`src/rtl/apb_i2c_tx_fifo.sv`:
```
`default_nettype none
// +----------------------------------------------------------------------------+
// | Module   : apb_i2c_tx_fifo                                                 |
// | Purpose  : PCLK-domain FIFO between the APB slave and the I2C core, with   |
// |            occupancy, full/empty and overflow/underflow error pulses.      |
// | Revision : 1.0 - initial release                                           |
// +----------------------------------------------------------------------------+
module apb_i2c_tx_fifo #(
  parameter int DATA_W = 32,
  parameter int DEPTH  = 16,
  parameter int ADDR_W = 4
) (
  input  logic              PCLK,
  input  logic              PRESETn,
  input  logic              CLR,
  input  logic              WR_EN,
  input  logic [DATA_W-1:0] WR_DATA,
  input  logic              RD_EN,
  output logic [DATA_W-1:0] RD_DATA,
  output logic              RD_VALID,
  output logic              FULL,
  output logic              EMPTY,
  output logic [ADDR_W:0]   COUNT,
  output logic              OVERFLOW,
  output logic              UNDERFLOW
);

  localparam logic [ADDR_W:0]   c_DEPTH   = (ADDR_W + 1)'(DEPTH);
  localparam logic [ADDR_W:0]   c_CNT_ONE = (ADDR_W + 1)'(1);
  localparam logic [ADDR_W-1:0] c_PTR_ONE = ADDR_W'(1);

  logic [DATA_W-1:0] r_mem [DEPTH];
  logic [ADDR_W-1:0] r_wr_ptr;
  logic [ADDR_W-1:0] r_rd_ptr;
  logic [ADDR_W:0]   r_count;

  logic w_pop_ok;
  logic w_push_ok;
  logic w_overflow;
  logic w_underflow;

  assign FULL  = (r_count == c_DEPTH);
  assign EMPTY = (r_count == '0);
  assign COUNT = r_count;

  // A flush cycle swallows both requests, so no error flag can be raised then.
  assign w_pop_ok    = !CLR && RD_EN && !EMPTY;
  assign w_push_ok   = !CLR && WR_EN && (!FULL || w_pop_ok);
  assign w_overflow  = !CLR && WR_EN && !w_push_ok;
  assign w_underflow = !CLR && RD_EN && EMPTY;

  // Storage is deliberately left out of reset.
  always_ff @(posedge PCLK) begin
    if (w_push_ok) begin
      r_mem[r_wr_ptr] <= WR_DATA;
    end
  end

  always_ff @(posedge PCLK or negedge PRESETn) begin
    if (!PRESETn) begin
      r_wr_ptr  <= '0;
      r_rd_ptr  <= '0;
      r_count   <= '0;
      RD_DATA   <= '0;
      RD_VALID  <= 1'b0;
      OVERFLOW  <= 1'b0;
      UNDERFLOW <= 1'b0;
    end else if (CLR) begin
      r_wr_ptr  <= '0;
      r_rd_ptr  <= '0;
      r_count   <= '0;
      RD_VALID  <= 1'b0;
      OVERFLOW  <= 1'b0;
      UNDERFLOW <= 1'b0;
    end else begin
      RD_VALID  <= w_pop_ok;
      OVERFLOW  <= w_overflow;
      UNDERFLOW <= w_underflow;
      if (w_push_ok) begin
        r_wr_ptr <= r_wr_ptr + c_PTR_ONE;
      end
      if (w_pop_ok) begin
        RD_DATA  <= r_mem[r_rd_ptr];
        r_rd_ptr <= r_rd_ptr + c_PTR_ONE;
      end
      case ({w_push_ok, w_pop_ok})
        2'b10:   r_count <= r_count + c_CNT_ONE;
        2'b01:   r_count <= r_count - c_CNT_ONE;
        default: r_count <= r_count;
      endcase
    end
  end

endmodule
`default_nettype wire

```
`config.mk`:
```
export PLATFORM = sky130hd
export DESIGN_NAME = apb_i2c_tx_fifo
export DESIGN_NICKNAME = d
export VERILOG_FILES = /design/src/rtl/apb_i2c_tx_fifo.sv
export SDC_FILE = /design/constraint.sdc
export NUM_CORES = 1
export LEC_CHECK = 0
export ABC_AREA = 1
export CORE_ASPECT_RATIO = 0.75
export CORE_MARGIN = 1.5
export CORE_UTILIZATION = 35
export CTS_CLUSTER_DIAMETER = 80
export DETAILED_ROUTE_END_ITERATION = 12
export DONT_BUFFER_PORTS = 1
export HOLD_SLACK_MARGIN = 0.03
export SYNTH_ARGS = -nofsm -noshare
export SYNTH_HDL_FRONTEND = slang
export SYNTH_SLANG_ARGS = --single-unit
```
`constraint.sdc`:
```
create_clock -name PCLK -period 5.8 [get_ports PCLK]
set_clock_uncertainty 0.1 [all_clocks]
set_input_delay 0.58 -clock PCLK [delete_from_list [all_inputs] [get_ports PCLK]]
set_output_delay 0.58 -clock PCLK [all_outputs]
set_load 0.02 [all_outputs]
```
==> metrics.txt, run 1 <==
# TYPE chip_impl_metric gauge
chip_impl_metric{name="final_layout_size_suffix_gt1_share",unit="%"} 7.44
chip_impl_metric{name="finalNetCount",unit=""} 1980
chip_impl_info{name="cp_cell_sequence",value="inv_6 -> buf_12 -> nand2_1 -> nand2_1 -> a21oi_1 -> nand3_1 -> nand3_1 -> nand2_1"} 1
chip_impl_info{name="synthMostInstantiatedCell",value="sky130_fd_sc_hd__nand2_1"} 1
chip_impl_metric{name="wl_met1",unit="mm"} 25.0
chip_impl_metric{name="detail-route-antenna-nets",unit=""} 0
chip_impl_metric{name="maxCapViolations",unit=""} 0
chip_impl_metric{name="core",unit="sq um"} 63700
chip_impl_metric{name="finalWeightedCongestion",unit=""} 0.790
chip_impl_metric{name="met2_wirelength",unit="mm"} 26.1
chip_impl_metric{name="share_clk_of_total_power",unit="%"} 35.0
chip_impl_metric{name="cts_htree_levels",unit=""} 2
chip_impl_info{name="path_delay_family",value="buffers and inverters"} 1
chip_impl_metric{name="arrival",unit="ns"} 3.66
chip_impl_metric{name="groute.usage.overall",unit="%"} 17.1
chip_impl_metric{name="path_buf_inv",unit=""} 2
chip_impl_metric{name="synth-seq-area-share",unit="%"} 73.5
chip_impl_info{name="clk_root_buffer_cell",value="sky130_fd_sc_hd__clkbuf_16"} 1
chip_impl_metric{name="power.density",unit="nW/um^2"} 385
chip_impl_metric{name="final-setup-viol-count",unit=""} 0
chip_impl_info{name="routed.top_layer",value="met5"} 1
chip_impl_info{name="startpoint_type",value="flip-flop"} 1
chip_impl_metric{name="cts_max_path_buffers",unit=""} 3
chip_impl_metric{name="maximum_number_of_pins_on_one_net_before_global_route_repair",unit=""} 153
chip_impl_metric{name="timing.max_slew.rel_slack",unit="%"} 18.3
chip_impl_metric{name="cts.hold.buffers_added",unit=""} 35
chip_impl_metric{name="cp_slowest_stage_delay",unit="ns"} 1.04
chip_impl_info{name="end_kind",value="flip-flop"} 1
chip_impl_metric{name="final.min_clock_period",unit="ns"} 3.26
chip_impl_info{name="rsz0062_at_grt",value="false"} 1
chip_impl_metric{name="power.share.sequential",unit="%"} 50.1
chip_impl_metric{name="synthDistinctLibCells",unit=""} 32
chip_impl_info{name="worst_path_max_delay_cell",value="sky130_fd_sc_hd__inv_6"} 1
chip_impl_info{name="timing.hold.worst.class",value="in2reg"} 1
chip_impl_info{name="tritoncts",value="yes"} 1
chip_impl_info{name="setup_crit_path_kind",value="reg2reg"} 1
chip_impl_metric{name="total_iterations_of_the_first_detailed_routing_run",unit=""} 5
chip_impl_metric{name="clock_edge_transition_at_the_registers_on_the_reported_setup_and_hold_paths",unit="ns"} 0.06
chip_impl_metric{name="worst_slew_pin_slew",unit="ns"} 1.23
chip_impl_metric{name="finalWirelength",unit="mm"} 56.3
chip_impl_metric{name="drt_drc_violations_left",unit=""} 0
chip_impl_metric{name="cts_resized",unit=""} 0
chip_impl_metric{name="detailedPlace.worstSlack",unit="ns"} 2.56
chip_impl_info{name="dominantRegCellSynth",value="sky130_fd_sc_hd__edfxtp_1"} 1
chip_impl_metric{name="grt_overflow_total",unit=""} 0
chip_impl_metric{name="clock_sink_count",unit=""} 560
chip_impl_metric{name="core.rowCount",unit=""} 80
chip_impl_metric{name="avgRoutedWirePerCell",unit="microns"} 19.9
chip_impl_metric{name="worstSkewPairLatency",unit="ns"} 0.58
chip_impl_info{name="crit_start",value="r_rd_ptr[0]"} 1
chip_impl_metric{name="mappedNetlistNets",unit=""} 1962
chip_impl_metric{name="fp.dieW",unit="microns"} 296
chip_impl_metric{name="netlist.area_leader.share",unit="%"} 68.2
chip_impl_info{name="outcome",value="completed"} 1
chip_impl_metric{name="initial_utilization",unit="%"} 35.4
chip_impl_metric{name="power.net_switching",unit="uW"} 2840
chip_impl_metric{name="detailed_place_hpwl",unit="mm"} 28.9
chip_impl_info{name="synth.largest_area_cell",value="sky130_fd_sc_hd__edfxtp_1"} 1
chip_impl_info{name="timing.critical_path.mode_cell",value="sky130_fd_sc_hd__nand2_1"} 1
chip_impl_metric{name="path_max_fanout",unit=""} 152
chip_impl_metric{name="via_density_per_instance",unit=""} 5.02
chip_impl_metric{name="detailroute.wirelength.met3",unit="mm"} 4.20
chip_impl_metric{name="cell_internal_pwr",unit="uW"} 6980
chip_impl_metric{name="layout_stage_area_growth_over_the_synthesis_result",unit="%"} 13.0
chip_impl_metric{name="netlist_area_before_placement",unit="sq um"} 22500
chip_impl_metric{name="crit_share_post_route",unit="%"} 56.1
chip_impl_metric{name="floorplan.die_area",unit="sq um"} 66000
chip_impl_metric{name="timing.final.ws_setup",unit="ns"} 2.54
chip_impl_metric{name="drv_slew",unit=""} 0
chip_impl_metric{name="grt_pass1_wl",unit="mm"} 85.6
chip_impl_metric{name="number_of_global_route_vias_before_repair",unit=""} 13800
chip_impl_metric{name="max_clock_freq",unit="MHz"} 307
chip_impl_metric{name="synthArstFlopShare",unit="%"} 8.57
chip_impl_info{name="yosys-top-cells-area",value="sky130_fd_sc_hd__edfxtp_1 (68%), sky130_fd_sc_hd__nand2_1 (13%), sky130_fd_sc_hd__nand3_1 (6.7%), sky130_fd_sc_hd__dfrtp_1 (5.3%), sky130_fd_sc_hd__a21oi_1 (1.5%)"} 1
chip_impl_metric{name="number_of_i_o_pins",unit=""} 79
chip_impl_metric{name="synth.ff_latch_count",unit=""} 560
chip_impl_metric{name="synth_edf_count",unit=""} 512
chip_impl_metric{name="switching_share",unit="%"} 28.9
chip_impl_metric{name="placed_cells_incl_taps",unit=""} 2707
chip_impl_metric{name="port_buffers",unit=""} 0
chip_impl_metric{name="comb_power_share",unit="%"} 15.0
chip_impl_metric{name="syn_area_per_cell",unit="sq um"} 11.8
chip_impl_metric{name="hold_violation_count_in_the_final_report",unit=""} 0
chip_impl_metric{name="grt_antenna_before_repair",unit=""} 1
chip_impl_metric{name="vias",unit=""} 14200
chip_impl_metric{name="fillers",unit=""} 5996
chip_impl_info{name="worst_hold_startpoint",value="RD_EN"} 1
chip_impl_metric{name="cellLeakagePower",unit="uW"} 0.00948
chip_impl_metric{name="cp_data_required_time",unit="ns"} 6.21
chip_impl_info{name="synth_common_cells",value="sky130_fd_sc_hd__nand2_1 (799), sky130_fd_sc_hd__edfxtp_1 (512), sky130_fd_sc_hd__nand3_1 (300)"} 1
chip_impl_metric{name="post_synth_inst_count",unit=""} 1916
chip_impl_metric{name="synth_warnings",unit=""} 0
chip_impl_metric{name="insertedDiodeCount",unit=""} 0
chip_impl_metric{name="fin_worst_hold_slack",unit="ns"} 0.0573
chip_impl_metric{name="tritoncts.num_buffers",unit=""} 51
chip_impl_info{name="r2r-start",value="r_rd_ptr[0]"} 1
chip_impl_metric{name="die_y",unit="microns"} 223
chip_impl_metric{name="cts_setup_buffers",unit=""} 0
chip_impl_metric{name="max-vdd-ir-drop",unit="mV"} 0.267
chip_impl_metric{name="drt-initial-drc-count",unit=""} 1361
chip_impl_metric{name="final_cell_count_without_fillers",unit=""} 2836
chip_impl_metric{name="setup_tns",unit="ns"} 0
==> stage by stage <==
stage	instance area [sq um]	total power, uW	util, %
CTS	25500	9900	40.0
floorplan	22500	6060	-
detailed placement	23400	6400	36.8
global placement	23400	6370	36.8
global route	25500	10300	40.0
finish	25500	9810	40.0
==> power by group through the flow <==
stage | sequential (uW) | clock (uW) | combinational, uW
finish | 4910 | 3430 | 1470
global route | 4940 | 3670 | 1680
CTS | 4920 | 3500 | 1480
detailed placement | 5010 | 0 | 1390
global placement | 5010 | 0 | 1370
floorplan | 4850 | 0 | 1210
==> per-layer routing <==
layer,track usage [%],up-vias
li1,-,6653
met1,24.7,7031
met3,3.69,79
met5,0,-
met4,3.47,2
met2,26.7,471
==> cells in the final DEF (no fill, tap or decap), drive strengths merged <==
cell type / n
nand2: 802
o21ai: 8
dlygate4sd3: 34
buf: 38
inv: 27
edfxtp: 512
clkbuf: 66
clkinv: 21
a21oi: 68
ha: 8
nor3: 19
dfrtp: 48
bufinv: 7
xor2: 3
nor2: 7
nand4: 1
fa: 1
nand3b: 1
xnor2: 1
nand3: 303
==> path summary, 6_finish.rpt <==
check / end / slack [ns] / cells past startpoint
setup / recovery: RD_DATA[10] / 2.54 / 8
hold / removal: UNDERFLOW / 0.06 / 2
setup reg to reg: RD_DATA[10] / 2.54 / 8
hold reg to reg: RD_DATA[29] / 0.52 / 2
max in group asynchronous: r_rd_ptr[0] / 4.86 / 2
min in group asynchronous: RD_DATA[2] / 0.46 / 2
==> cells by family after synthesis <==
group / count (synthesis) / synth area share, %
AOI/OAI and AO/OA: 76 / 1.74
xor gates and xnor gates: 4 / 0.155
adders and majority gates: 9 / 0.533
buffers and inverters: 134 / 3.06
DFF: 560 / 73.5
and+or+nand+nor: 1133 / 21.0
==> cell type report <==
class	count	area [sq um]	share of cell area, %
Clock buffer	66	1370	5.39
Clock inverter	28	319	1.25
Inverter	27	109	0.427
Multi-Input combinational cell	1222	5360	21.0
Sequential cell	560	16600	65.1
Tap cell	861	1080	4.23
Timing Repair Buffer	72	658	2.58
==> state kept, by name, summed over array words and instances, names as in the netlist <==
register	cells
UNDERFLOW	1
RD_VALID	1
COUNT	5
r_wr_ptr	4
OVERFLOW	1
r_mem	512
RD_DATA	32
r_rd_ptr	4
Note: power is estimated with default switching activity, not from simulation.
==> run 2: changes to the inputs <==
- clock period: 5.8 -> 3.2 ns (I/O delays scaled with it)
==> run 2 against run 1 <==
Net effect:
- die area unchanged
- setup slack worse by 1.8 ns
- clock-buffer cell count up 22
- first-iteration DRC count down 1.8%
- routed wire length down 1.3%
- highest routed layer unchanged
==> metrics.txt, run 2 (synthesis results as in run 1) <==
# TYPE chip_impl_metric gauge
chip_impl_metric{name="cts_htree_levels",unit=""} 2
chip_impl_metric{name="finalWeightedCongestion",unit=""} 0.821
chip_impl_metric{name="grt_overflow_total",unit=""} 0
chip_impl_metric{name="maximum_number_of_pins_on_one_net_before_global_route_repair",unit=""} 168
chip_impl_metric{name="core",unit="sq um"} 63700
chip_impl_metric{name="final_total_power",unit="uW"} 18000
chip_impl_metric{name="die_y",unit="microns"} 223
chip_impl_info{name="layout_commonest_cell",value="sky130_fd_sc_hd__nand2_1"} 1
chip_impl_info{name="timing.hold.worst.class",value="in2reg"} 1
chip_impl_metric{name="drt_drc_violations_left",unit=""} 0
chip_impl_info{name="rsz0062_at_grt",value="false"} 1
chip_impl_metric{name="drv_slew",unit=""} 0
chip_impl_info{name="worst_path_max_delay_cell",value="sky130_fd_sc_hd__dfrtp_1"} 1
chip_impl_metric{name="via_density_per_instance",unit=""} 4.97
chip_impl_metric{name="initial_utilization",unit="%"} 35.4
chip_impl_metric{name="total_iterations_of_the_first_detailed_routing_run",unit=""} 7
chip_impl_metric{name="cp_data_required_time",unit="ns"} 3.31
chip_impl_metric{name="insertedDiodeCount",unit=""} 0
chip_impl_info{name="largest_register_by_flop_count",value="r_mem"} 1
chip_impl_info{name="end_kind",value="flip-flop"} 1
chip_impl_info{name="tritoncts",value="yes"} 1
chip_impl_metric{name="hold_violation_count_in_the_final_report",unit=""} 0
chip_impl_metric{name="fp.dieW",unit="microns"} 296
chip_impl_metric{name="finalNetCount",unit=""} 1987
chip_impl_metric{name="final_layout_size_suffix_gt1_share",unit="%"} 7.85
chip_impl_metric{name="crit_share_post_route",unit="%"} 76.5
chip_impl_metric{name="arrival",unit="ns"} 2.56
chip_impl_metric{name="detailed_place_hpwl",unit="mm"} 29.6
chip_impl_info{name="terminus_of_the_critical_flop_to_flop_path",value="r_mem[15][31]"} 1
chip_impl_info{name="layout_common_cells",value="sky130_fd_sc_hd__nand2_1 (799), sky130_fd_sc_hd__edfxtp_1 (512), sky130_fd_sc_hd__nand3_1 (300)"} 1
chip_impl_metric{name="setup_tns",unit="ns"} 0
chip_impl_info{name="crit_start",value="COUNT[1]"} 1
chip_impl_info{name="startpoint_type",value="flip-flop"} 1
chip_impl_metric{name="groute.usage.overall",unit="%"} 16.9
chip_impl_metric{name="final.min_clock_period",unit="ns"} 2.45
chip_impl_metric{name="final-setup-viol-count",unit=""} 0
chip_impl_metric{name="tritoncts.num_buffers",unit=""} 53
chip_impl_metric{name="cellLeakagePower",unit="uW"} 0.00954
chip_impl_metric{name="cts_resized",unit=""} 0
chip_impl_metric{name="reg2reg_depth",unit=""} 7
chip_impl_metric{name="number_of_flip_flops_under_the_largest_register_name",unit=""} 512
chip_impl_metric{name="maxCapViolations",unit=""} 0
chip_impl_metric{name="cts_setup_buffers",unit=""} 0
chip_impl_metric{name="avgRoutedWirePerCell",unit="microns"} 19.5
chip_impl_metric{name="cts.hold.buffers_added",unit=""} 37
chip_impl_metric{name="port_buffers",unit=""} 0
chip_impl_metric{name="power.density",unit="nW/um^2"} 701
chip_impl_metric{name="grt_antenna_before_repair",unit=""} 1
chip_impl_info{name="cp_cell_sequence",value="nor2_4 -> nand3_2 -> inv_1 -> nand2_2 -> nand2_4 -> nor3_2 -> buf_4"} 1
chip_impl_info{name="r2r-start",value="COUNT[1]"} 1
chip_impl_metric{name="fillers",unit=""} 6033
chip_impl_metric{name="detail-route-antenna-nets",unit=""} 0
chip_impl_info{name="clk_root_buffer_cell",value="sky130_fd_sc_hd__clkbuf_16"} 1
chip_impl_metric{name="drt-initial-drc-count",unit=""} 1336
chip_impl_metric{name="max-vdd-ir-drop",unit="mV"} 0.446
chip_impl_info{name="setup_crit_path_kind",value="reg2reg"} 1
chip_impl_metric{name="clock_edge_transition_at_the_registers_on_the_reported_setup_and_hold_paths",unit="ns"} 0.06
chip_impl_metric{name="cts_max_path_buffers",unit=""} 3
chip_impl_metric{name="grt_pass1_wl",unit="mm"} 84.9
chip_impl_metric{name="worst_slew_pin_slew",unit="ns"} 1.07
chip_impl_metric{name="path_max_fanout",unit=""} 32
chip_impl_metric{name="layout_stage_area_growth_over_the_synthesis_result",unit="%"} 13.8
chip_impl_metric{name="regToRegSetupSlack",unit="ns"} 0.75
chip_impl_metric{name="timing.max_slew.rel_slack",unit="%"} 28.7
chip_impl_info{name="outcome",value="completed"} 1
chip_impl_metric{name="worstSkewPairLatency",unit="ns"} 0.59
chip_impl_metric{name="number_of_global_route_vias_before_repair",unit=""} 13700
chip_impl_metric{name="cp_slowest_stage_delay",unit="ns"} 0.55
chip_impl_metric{name="number_of_i_o_pins",unit=""} 79
chip_impl_metric{name="max_clock_freq",unit="MHz"} 408
chip_impl_metric{name="clock_sink_count",unit=""} 560
chip_impl_metric{name="vias",unit=""} 14100
chip_impl_metric{name="finalWirelength",unit="mm"} 55.6
chip_impl_info{name="setup.worst_path.end",value="r_mem[15][31]"} 1
chip_impl_metric{name="floorplan.die_area",unit="sq um"} 66000
chip_impl_metric{name="core.rowCount",unit=""} 80
==> run 2: layout make-up <==
cell class              count  area [sq um]  area share [%]
multi-input cells        1222          5360            20.9
inverters                  27           109           0.424
flip-flops and latches    560         16600            64.6
clock inverters            12           139           0.541
well taps                 861          1080            4.20
repair buffers             77           776            3.02
clock buffers              88          1620            6.30
==> run 2: worst min path at each step <==
stage,depth (start not counted),slack [ns],end,startpoint
6_report,5,0.09,OVERFLOW,RD_EN
5_1_grt,5,0.09,OVERFLOW,RD_EN
4_1_cts,5,0.05,OVERFLOW,RD_EN
3_5_place_dp,0,-0.07,COUNT[1],PRESETn
3_3_place_gp,0,-0.07,COUNT[1],PRESETn
2_1_floorplan,0,-0.08,COUNT[0],PRESETn
==> run 2: per-layer routing <==
metal / up-vias / wire, microns / share of wire, % / GRT usage, %
met5: - / 13 / 0.023 / 0
met4: 2 / 905 / 1.6 / 3.47
met3: 77 / 4120 / 7.4 / 3.23
met2: 465 / 25100 / 45 / 26.2
met1: 6944 / 25400 / 46 / 24.8
li1: 6658 / - / - / -
==> run 2: where the power goes <==
| group | leakage (uW) | internal, uW | total, uW | switching, uW |
|---|---|---|---|---|
| clock network | 0.000852 | 3610 | 6280 | 2670 |
| registers | 0.00523 | 8260 | 8800 | 541 |
| logic | 0.00346 | 840 | 2910 | 2070 |
| total | 0.00954 | 12700 | 18000 | 5280 |
==> run 2: through the flow <==
step	std cells	area (sq um)	hold slack [ns]	utilization [%]	worst slack (ns)
after detailed placement	2710	23500	-0.0745	36.9	0.747
final	2847	25700	0.0871	40.3	0.751
after CTS	2847	25700	0.0508	40.3	0.733
after global routing	2847	25700	0.0853	40.3	0.625
after floorplan	1916	22500	-0.0756	-	-0.796
after global placement	2710	23500	-0.0743	36.9	0.770
==> run 2: worst max-delay path: cells and delay by family, from the launching register on <==
kind | cells | cell delay [ns]
flops | 1 | 0.55
simple gates | 5 | 0.69
buf+inv | 2 | 0.68
==> run 3: changes to the inputs <==
- clock period: 3.2 -> 2.5 ns (I/O delays scaled with it)
==> run 3 against run 2 <==
Net effect:
- clock power is 24% higher
- largest power group unchanged
- power is 27% higher
- routed wire length is 3.1% higher
- sequential power is 27% higher
- die area stayed put
- flip-flop and latch count stayed put
- critical path depth stayed put
- setup slack worse by 0.53 ns
- highest routed layer is now met4
- cell count is 0.46% higher
- sequential share of layout area is 0.81 points lower
==> metrics.txt, run 3 (synthesis results as in run 1) <==
# TYPE chip_impl_metric gauge
chip_impl_info{name="outcome",value="completed"} 1
chip_impl_metric{name="port_buffers",unit=""} 0
chip_impl_metric{name="timing.max_slew.rel_slack",unit="%"} 36.9
chip_impl_metric{name="final_total_power",unit="uW"} 22900
chip_impl_metric{name="switching_share",unit="%"} 29.9
chip_impl_metric{name="finalWeightedCongestion",unit=""} 0.827
chip_impl_metric{name="final-setup-viol-count",unit=""} 0
chip_impl_metric{name="tritoncts.num_buffers",unit=""} 51
chip_impl_info{name="tritoncts",value="yes"} 1
chip_impl_metric{name="detail-route-antenna-nets",unit=""} 0
chip_impl_info{name="terminus_of_the_critical_flop_to_flop_path",value="r_mem[6][31]"} 1
chip_impl_metric{name="clock_edge_transition_at_the_registers_on_the_reported_setup_and_hold_paths",unit="ns"} 0.06
chip_impl_metric{name="cell_internal_pwr",unit="uW"} 16000
chip_impl_metric{name="arrival",unit="ns"} 2.42
chip_impl_metric{name="comb_power_share",unit="%"} 17.2
chip_impl_info{name="worst_hold_startpoint",value="RD_EN"} 1
chip_impl_metric{name="vias",unit=""} 14400
chip_impl_metric{name="layout_stage_area_growth_over_the_synthesis_result",unit="%"} 15.3
chip_impl_metric{name="fillers",unit=""} 5959
chip_impl_info{name="largest_register_by_flop_count",value="r_mem"} 1
chip_impl_metric{name="power.net_switching",unit="uW"} 6850
chip_impl_info{name="rsz0062_at_grt",value="false"} 1
chip_impl_metric{name="number_of_i_o_pins",unit=""} 79
chip_impl_metric{name="fp.dieW",unit="microns"} 296
chip_impl_metric{name="grt_pass1_wl",unit="mm"} 86.8
chip_impl_metric{name="timing.final.ws_setup",unit="ns"} 0.222
chip_impl_metric{name="cellLeakagePower",unit="uW"} 0.00974
chip_impl_metric{name="detailed_place_hpwl",unit="mm"} 33.4
chip_impl_metric{name="groute.usage.overall",unit="%"} 17.3
chip_impl_metric{name="hold_critical_path_depth",unit=""} 5
chip_impl_metric{name="number_of_global_route_vias_before_repair",unit=""} 14100
chip_impl_metric{name="drv_slew",unit=""} 0
chip_impl_info{name="timing.hold.worst.class",value="in2reg"} 1
chip_impl_metric{name="hold_violation_count_in_the_final_report",unit=""} 0
chip_impl_metric{name="grt_antenna_before_repair",unit=""} 0
chip_impl_metric{name="drt-initial-drc-count",unit=""} 1339
chip_impl_metric{name="fin_worst_hold_slack",unit="ns"} 0.0673
chip_impl_metric{name="final_cell_count_without_fillers",unit=""} 2860
chip_impl_metric{name="worst_slew_pin_slew",unit="ns"} 0.944
chip_impl_info{name="hold-path-endpoint",value="OVERFLOW"} 1
chip_impl_metric{name="finalNetCount",unit=""} 2003
chip_impl_metric{name="final.min_clock_period",unit="ns"} 2.28
chip_impl_metric{name="final_layout_size_suffix_gt1_share",unit="%"} 8.70
chip_impl_metric{name="cts_resized",unit=""} 0
chip_impl_metric{name="regToRegSetupSlack",unit="ns"} 0.22
chip_impl_metric{name="final-seq-area",unit="sq um"} 16600
chip_impl_metric{name="cts_max_path_buffers",unit=""} 3
chip_impl_metric{name="clock_sink_count",unit=""} 560
chip_impl_metric{name="drt_drc_violations_left",unit=""} 0
chip_impl_info{name="startpoint_type",value="flip-flop"} 1
chip_impl_info{name="clk_root_buffer_cell",value="sky130_fd_sc_hd__clkbuf_16"} 1
chip_impl_metric{name="cts.hold.buffers_added",unit=""} 37
chip_impl_metric{name="setup_tns",unit="ns"} 0
chip_impl_metric{name="share_clk_of_total_power",unit="%"} 34.0
chip_impl_metric{name="core.rowCount",unit=""} 80
chip_impl_metric{name="via_density_per_instance",unit=""} 5.02
chip_impl_metric{name="maxCapViolations",unit=""} 0
chip_impl_info{name="layout_common_cells",value="sky130_fd_sc_hd__nand2_1 (799), sky130_fd_sc_hd__edfxtp_1 (512), sky130_fd_sc_hd__nand3_1 (300)"} 1
chip_impl_metric{name="max-vdd-ir-drop",unit="mV"} 0.572
chip_impl_metric{name="placed_cells_incl_taps",unit=""} 2728
chip_impl_metric{name="worstSkewPairLatency",unit="ns"} 0.59
chip_impl_metric{name="number_of_flip_flops_under_the_largest_register_name",unit=""} 512
chip_impl_metric{name="cts_setup_buffers",unit=""} 0
chip_impl_metric{name="power.share.sequential",unit="%"} 48.8
chip_impl_metric{name="core",unit="sq um"} 63700
chip_impl_info{name="layout_commonest_cell",value="sky130_fd_sc_hd__nand2_1"} 1
chip_impl_metric{name="grt_overflow_total",unit=""} 0
chip_impl_metric{name="max_clock_freq",unit="MHz"} 439
chip_impl_metric{name="finalWirelength",unit="mm"} 57.3
chip_impl_metric{name="multi_input_comb_area",unit="sq um"} 5450
chip_impl_metric{name="cp_data_required_time",unit="ns"} 2.64
chip_impl_metric{name="maximum_number_of_pins_on_one_net_before_global_route_repair",unit=""} 141
chip_impl_metric{name="cts_htree_levels",unit=""} 2
chip_impl_metric{name="detailedPlace.worstSlack",unit="ns"} 0.212
chip_impl_info{name="setup_crit_path_kind",value="reg2reg"} 1
chip_impl_metric{name="path_max_fanout",unit=""} 23
chip_impl_metric{name="crit_share_post_route",unit="%"} 91.1
chip_impl_metric{name="floorplan.die_area",unit="sq um"} 66000
chip_impl_metric{name="power.density",unit="nW/um^2"} 880
chip_impl_info{name="r2r-start",value="COUNT[4]"} 1
chip_impl_info{name="end_kind",value="flip-flop"} 1
chip_impl_metric{name="initial_utilization",unit="%"} 35.4
chip_impl_metric{name="reg2reg_depth",unit=""} 7
chip_impl_metric{name="total_iterations_of_the_first_detailed_routing_run",unit=""} 5
chip_impl_metric{name="die_y",unit="microns"} 223
chip_impl_metric{name="avgRoutedWirePerCell",unit="microns"} 20.0
chip_impl_metric{name="insertedDiodeCount",unit=""} 0
[run 3: worst max path at each step]
stage                         endpoint  cells past startpoint  startpoint
after CTS                 r_mem[6][15]                      7    COUNT[4]
after global routing      r_mem[6][31]                      7    COUNT[4]
after detailed placement  r_mem[6][15]                      7    COUNT[4]
after floorplan            r_mem[0][0]                      6    COUNT[1]
after global placement    r_mem[6][15]                      7    COUNT[4]
final                     r_mem[6][31]                      7    COUNT[4]
[run 3: area by class of cell]
type	instances	share of cell area, %
clock inverters	25	0.934
clock buffers	70	5.46
multi-input cells	1222	21.0
well taps	861	4.14
repair buffers	95	4.27
flip-flops and latches	560	63.8
inverters	27	0.419
[run 3: worst max-delay path, cell delays in order (launching register included)]
cell                      delay (ns)
sky130_fd_sc_hd__dfrtp_2        0.47
sky130_fd_sc_hd__inv_1          0.11
sky130_fd_sc_hd__nand3_2        0.12
sky130_fd_sc_hd__nand2_2        0.07
sky130_fd_sc_hd__nand2_2        0.12
sky130_fd_sc_hd__nand2_4        0.28
sky130_fd_sc_hd__nor3_4         0.23
sky130_fd_sc_hd__buf_4          0.38
[run 3: metal layers]
metal	vias to the layer above	share of wire, %	track usage [%]
met2	462	46	27.4
met5	-	0	0
met1	7086	45	24.9
met3	97	6.6	2.85
li1	6708	-	-
met4	0	2.3	4.26
[run 3: through the flow]
| step | instance area, sq um | util, % |
|---|---|---|
| after floorplan | 22700 | - |
| after global placement | 23900 | 37.6 |
| after detailed placement | 23900 | 37.6 |
| after CTS | 26000 | 40.8 |
| after global routing | 26000 | 40.8 |
| final | 26000 | 40.8 |
[run 3: power groups by stage]
| stage | registers, uW | logic [uW] | clock network [uW] |
|---|---|---|---|
| after floorplan | 11200 | 2820 | 0 |
| after global placement | 11400 | 3720 | 0 |
| after detailed placement | 11400 | 3760 | 0 |
| after CTS | 11200 | 3980 | 7920 |
| after global routing | 11200 | 4430 | 8230 |
| final | 11200 | 3940 | 7760 |
